### src/rtl/fp_fmt_pkg.sv
// Shared constants and state encoding for the decimal ASCII formatter.
package fp_fmt_pkg;

  localparam logic [7:0] CH_PLUS  = 8'h2B;
  localparam logic [7:0] CH_MINUS = 8'h2D;
  localparam logic [7:0] CH_E     = 8'h45;
  localparam logic [7:0] CH_ZERO  = 8'h30;

  localparam int unsigned MANT_DIG_DEF = 8;
  localparam int unsigned EXP_DIG_DEF  = 3;

  typedef enum logic [2:0] {
    ST_IDLE,
    ST_CONV,
    ST_SIGN,
    ST_MDIG,
    ST_ECH,
    ST_ESIGN,
    ST_EDIG
  } fmt_state_e;

endpackage

### src/rtl/bcd_dd_seq.sv
// Sequential double-dabble: one binary bit per cycle, MSB first.
// The BCD result holds after done until the next start.
module bcd_dd_seq #(
  parameter int unsigned W   = 24,
  parameter int unsigned DIG = 8
) (
  input  logic             clk,
  input  logic             rst,
  input  logic             start_i,
  input  logic [W-1:0]     bin_i,
  output logic             busy_o,
  output logic             done_o,
  output logic [4*DIG-1:0] bcd_o
);

  localparam int unsigned CW = $clog2(W + 1);

  logic [W-1:0]     sh_q;
  logic [4*DIG-1:0] bcd_q, adj;
  logic [CW-1:0]    cnt_q;
  logic             busy_q, done_q;

  always_comb begin
    adj = bcd_q;
    for (int unsigned i = 0; i < DIG; i++) begin
      if (bcd_q[4*i +: 4] >= 4'd5) adj[4*i +: 4] = bcd_q[4*i +: 4] + 4'd3;
    end
  end

  always_ff @(posedge clk) begin
    if (rst) begin
      sh_q   <= '0;
      bcd_q  <= '0;
      cnt_q  <= '0;
      busy_q <= 1'b0;
      done_q <= 1'b0;
    end else if (start_i) begin
      sh_q   <= bin_i;
      bcd_q  <= '0;
      cnt_q  <= CW'(W);
      busy_q <= 1'b1;
      done_q <= 1'b0;
    end else if (busy_q) begin
      sh_q  <= sh_q << 1;
      bcd_q <= {adj[4*DIG-2:0], sh_q[W-1]};
      cnt_q <= cnt_q - CW'(1);
      if (cnt_q == CW'(1)) begin
        busy_q <= 1'b0;
        done_q <= 1'b1;
      end
    end
  end

  assign busy_o = busy_q;
  assign done_o = done_q;
  assign bcd_o  = bcd_q;

endmodule

### src/rtl/fp_dec_ascii_fmt.sv
// Serialises a decoded (sign, significand, exponent sign, exponent) record
// as "<sign><digits>E<esign><edigits>" over a valid/ready byte stream.
module fp_dec_ascii_fmt
  import fp_fmt_pkg::*;
#(
  parameter int unsigned MANT_W   = 24,
  parameter int unsigned EXP_W    = 8,
  parameter int unsigned MANT_DIG = MANT_DIG_DEF,
  parameter int unsigned EXP_DIG  = EXP_DIG_DEF
) (
  input  logic              clk,
  input  logic              rst,
  input  logic              in_valid,
  output logic              in_ready,
  input  logic [7:0]        in_sign,
  input  logic [MANT_W-1:0] in_mant,
  input  logic [7:0]        in_esign,
  input  logic [EXP_W-1:0]  in_exp,
  output logic              out_valid,
  input  logic              out_ready,
  output logic [7:0]        out_byte,
  output logic              out_last
);

  localparam int unsigned DIG_W = $clog2((MANT_DIG > EXP_DIG) ? MANT_DIG : EXP_DIG);

  fmt_state_e          state_q, state_d;
  logic [DIG_W-1:0]    dig_q, dig_d, m_top, e_top;
  logic [7:0]          sign_q, sign_d, esign_q, esign_d;
  logic [4*MANT_DIG-1:0] m_bcd;
  logic [4*EXP_DIG-1:0]  e_bcd;
  logic [3:0]          m_dig, e_dig;
  logic                m_busy, m_done, e_busy, e_done, start;

  assign start = in_valid & in_ready;

  bcd_dd_seq #(.W(MANT_W), .DIG(MANT_DIG)) u_mant (
    .clk(clk), .rst(rst), .start_i(start), .bin_i(in_mant),
    .busy_o(m_busy), .done_o(m_done), .bcd_o(m_bcd)
  );

  bcd_dd_seq #(.W(EXP_W), .DIG(EXP_DIG)) u_exp (
    .clk(clk), .rst(rst), .start_i(start), .bin_i(in_exp),
    .busy_o(e_busy), .done_o(e_done), .bcd_o(e_bcd)
  );

  // Highest nonzero digit index (0 for an all-zero value) and current digit pick.
  always_comb begin
    m_top = '0;
    e_top = '0;
    m_dig = '0;
    e_dig = '0;
    for (int unsigned i = 1; i < MANT_DIG; i++)
      if (m_bcd[4*i +: 4] != 4'd0) m_top = DIG_W'(i);
    for (int unsigned i = 1; i < EXP_DIG; i++)
      if (e_bcd[4*i +: 4] != 4'd0) e_top = DIG_W'(i);
    for (int unsigned i = 0; i < MANT_DIG; i++)
      if (dig_q == DIG_W'(i)) m_dig = m_bcd[4*i +: 4];
    for (int unsigned i = 0; i < EXP_DIG; i++)
      if (dig_q == DIG_W'(i)) e_dig = e_bcd[4*i +: 4];
  end

  always_comb begin
    state_d   = state_q;
    dig_d     = dig_q;
    sign_d    = sign_q;
    esign_d   = esign_q;
    in_ready  = 1'b0;
    out_valid = 1'b0;
    out_byte  = '0;
    out_last  = 1'b0;
    unique case (state_q)
      ST_IDLE: begin
        in_ready = ~(m_busy | e_busy);
        if (in_valid && in_ready) begin
          sign_d  = (in_sign  == CH_MINUS) ? CH_MINUS : CH_PLUS;
          esign_d = (in_esign == CH_MINUS) ? CH_MINUS : CH_PLUS;
          state_d = ST_CONV;
        end
      end
      ST_CONV: begin
        if (m_done && e_done) begin
          dig_d   = m_top;
          state_d = ST_SIGN;
        end
      end
      ST_SIGN: begin
        out_valid = 1'b1;
        out_byte  = sign_q;
        if (out_ready) state_d = ST_MDIG;
      end
      ST_MDIG: begin
        out_valid = 1'b1;
        out_byte  = CH_ZERO + {4'd0, m_dig};
        if (out_ready) begin
          if (dig_q == '0) state_d = ST_ECH;
          else             dig_d   = dig_q - DIG_W'(1);
        end
      end
      ST_ECH: begin
        out_valid = 1'b1;
        out_byte  = CH_E;
        if (out_ready) begin
          dig_d   = e_top;
          state_d = ST_ESIGN;
        end
      end
      ST_ESIGN: begin
        out_valid = 1'b1;
        out_byte  = esign_q;
        if (out_ready) state_d = ST_EDIG;
      end
      ST_EDIG: begin
        out_valid = 1'b1;
        out_byte  = CH_ZERO + {4'd0, e_dig};
        out_last  = (dig_q == '0);
        if (out_ready) begin
          if (dig_q == '0) state_d = ST_IDLE;
          else             dig_d   = dig_q - DIG_W'(1);
        end
      end
      default: state_d = ST_IDLE;
    endcase
  end

  always_ff @(posedge clk) begin
    if (rst) begin
      state_q <= ST_IDLE;
      dig_q   <= '0;
      sign_q  <= '0;
      esign_q <= '0;
    end else begin
      state_q <= state_d;
      dig_q   <= dig_d;
      sign_q  <= sign_d;
      esign_q <= esign_d;
    end
  end

endmodule

### config.mk
export PLATFORM = sky130hd
export DESIGN_NAME = fp_dec_ascii_fmt
export DESIGN_NICKNAME = d
export VERILOG_FILES = /design/src/rtl/fp_fmt_pkg.sv /design/src/rtl/bcd_dd_seq.sv /design/src/rtl/fp_dec_ascii_fmt.sv
export SDC_FILE = /design/constraint.sdc
export NUM_CORES = 1
export LEC_CHECK = 0
export BUFFER_PORTS_ARGS = -buffer_cell sky130_fd_sc_hd__buf_2
export CORE_MARGIN = 2
export CORE_UTILIZATION = 60
export CTS_CLUSTER_SIZE = 20
export DETAILED_ROUTE_END_ITERATION = 10
export GPL_TIMING_DRIVEN = 0
export HOLD_SLACK_MARGIN = 0.1
export PLACE_DENSITY = 0.81
export SYNTH_ARGS = -nofsm -noshare
export SYNTH_HDL_FRONTEND = slang
export SYNTH_HIERARCHICAL = 1
export SYNTH_SLANG_ARGS = --single-unit
### constraint.sdc
create_clock -name clk -period 3.1 [get_ports clk]
set_input_delay 0.93 -clock clk [delete_from_list [all_inputs] [get_ports clk]]
set_output_delay 0.93 -clock clk [all_outputs]
set_load 0.01 [all_outputs]
==> out/qor.yml <==
hold_viol: 0
drcViolationCount: 0
start_kind: "flip-flop"
die_x_microns: 106
postSynthNetCount: 870
finalInstanceArea_sq_mm: 0.00714
min_to: "sign_q[2]"
path_cells: "inv_4, ha_4, nor2b_4, a221o_1, a22oi_1, a2bb2oi_1, o21ai_1, buf_2"
die_y_microns: 106
setup_viol: 0
cts_buffers: 9
p_leak_nw: 2.60
end_kind: "output port"
tns_ps: 0
synth_flop_cell: "dfxtp_1"
mostFrequentLayoutCells: "nand2_1, dfxtp_1, buf_2"
clkTransAtPathRegs_ps: 110
p_per_area_mw_per_mm2: 631
root_buffer: "clkbuf_8"
die-area_sq_mm: 0.0113
r2r_cells: 10
final_nets: 944
layout-drive-gt1-share: 0.207
cp_max_fo: 4
r2r_slack_ps: 750
placed_area_sq_mm: 0.00676
syn2layout_area_growth_pct: 13.6
cts_tree: "yes"
drtPass1Iterations: 6
mostFrequentLayoutCell: "nand2_1"
vias: 6283
port-buffer-count: 61
timing.final.crit_period_ps: 3080
hold_depth: 2
viasPerCell: 6.27
wl_per_cell_microns: 16.9
drtIter0Drc: 570
rows: 37
track_usage: 0.302
io_pins: 63
cp_slowest_cell: "dfxtp_4"
ys_async_sr_fraction: 0
synth-edff-count: 0
max-clock-path-buffers: 2
relSlewSlack: 0.589
synth_cell_types: 68
crit_required_ps: 2170
antenna_found_initial: 0
clk_latency_ps: 370
grt_max_degree: 17
grt_pass1_vias: 6077
yosysWarnings: 6
place_congestion: 0.923
cts_max_level: 3
hpwl_microns: 11900
status: "complete, no violations"
path_class: "reg2out"
routed_wl_microns: 16900
maxCapViolations: 0
synthCells: 787
whs_ps: 469
hold_path.startpoint: "sign_q[2]"
grt_pass1_wl_microns: 27900
period_share: 0.992
tightest_slew_ps: 617
antenna_cells: 0
fmax_mhz: 325
clock_skew_ps: 18.8
r2r-end: "u_mant/bcd_o[17]"
hp-class: "reg2reg"
syn_area_sq_mm: 0.00629
ant_nets: 0
r2r_start: "state_q[1]"
synth-seq-area-share: 0.318
avgSynthCellArea_sq_um: 7.99
drv_slew: 0
cp.arrival_ps: 2150
core_area_sq_mm: 0.0102
slowest_delay_ps: 410
ctsHoldBuffers: 0
overflow: 0
synth_seq_cells: 100
start_util: 0.615
cts.sinks: 100
ir_drop_mv: 0.397
-- layer usage --
metal  part of all wire  up-vias  GRT usage
li1                   -     3007          -
met1               0.42     2911      0.381
met2               0.48      312      0.500
met3              0.075       53     0.0503
met4              0.027        0      0.148
met5                  0        -          0
-- flip-flops by register name, indices dropped and copies added (netlist names), 2 cells and up --
| signal | flops |
|---|---|
| sign_q | 2 |
| state_q | 3 |
| u_mant/sh_q | 24 |
| u_mant/bcd_o | 32 |
| dig_q | 3 |
| u_exp/cnt_q | 4 |
| u_mant/cnt_q | 5 |
| u_exp/sh_q | 8 |
| esign_q | 3 |
| u_exp/bcd_o | 12 |
-- cell usage after synthesis, drive strengths merged (9+ instances only) --
library cell	instances	area (sq um)
a2111o	15	169
a21oi	76	380
a22oi	12	95.1
a31oi	17	106
buf	28	183
clkbuf	20	75.1
dfxtp	100	2000
ha	31	388
inv	44	165
mux2	30	338
nand2	111	417
nand2b	22	138
nand3	38	190
nor2	38	145
nor2b	16	100
o211ai	17	128
o21a	10	75.1
o21ai	42	210
o32ai	9	78.8
or3b	9	78.8
or4	14	109
-- final cells by class --
type	instances	area (sq um)
Inverter	45	174
Clock buffer	10	138
Clock inverter	6	111
Timing Repair Buffer	63	327
Tap cell	136	170
Multi-Input combinational cell	594	3940
Sequential cell	100	2010
Fill cell	838	3090
Buffer	48	272
-- kinds of logic after synthesis --
group,count (synthesis),synth area share
AOI/OAI and AO/OA,228,0.238
xor gates and xnor gates,7,0.00975
adders and majority gates,31,0.0617
buffers and inverters,93,0.0678
DFF,100,0.318
muxes,32,0.0569
other,1,0.000596
and+or+nand+nor,295,0.247
-- per-stage QoR --
step	std cells	worst slack, ps	power [mW]	util
after floorplan	787	570	2.97	-
after global placement	984	159	3.36	0.661
after detailed placement	984	84.9	3.44	0.661
after CTS	1000	11.9	4.47	0.691
after global routing	1002	-0.146	4.79	0.698
final	1002	24.6	4.51	0.698
-- worst max-delay path by stage --
| stage | to | slack [ps] | start |
|---|---|---|---|
| global route | out_byte[1] | -0.1 | dig_q[0] |
| CTS | out_byte[3] | 10 | dig_q[0] |
| floorplan | out_byte[1] | 570 | dig_q[1] |
| global placement | out_byte[1] | 160 | dig_q[0] |
| detailed placement | out_byte[3] | 80 | dig_q[0] |
| finish | out_byte[0] | 20 | dig_q[0] |
-- where the power goes --
part	leakage [nW]	switching [mW]	internal (mW)
clock network	0.122	0.478	0.559
logic	1.67	1.03	0.713
registers	0.816	0.231	1.49
total	2.60	1.74	2.76
-- what timing repair did --
item / CTS / global route
resized for setup: 19 / 22
gates cloned: 0 / 1
setup buffers: 0 / 1
endpoints found under the setup margin: 4 / 4
pin swaps: 1 / 8
-- critical path: cells and delay by family, from the launching register on --
kind | cells | cell delay (ps)
fa+ha+maj | 1 | 170
compound gates | 4 | 840
buf+inv | 2 | 220
flops | 1 | 410
simple gates | 1 | 140
Power figures use the tool's default switching activity.
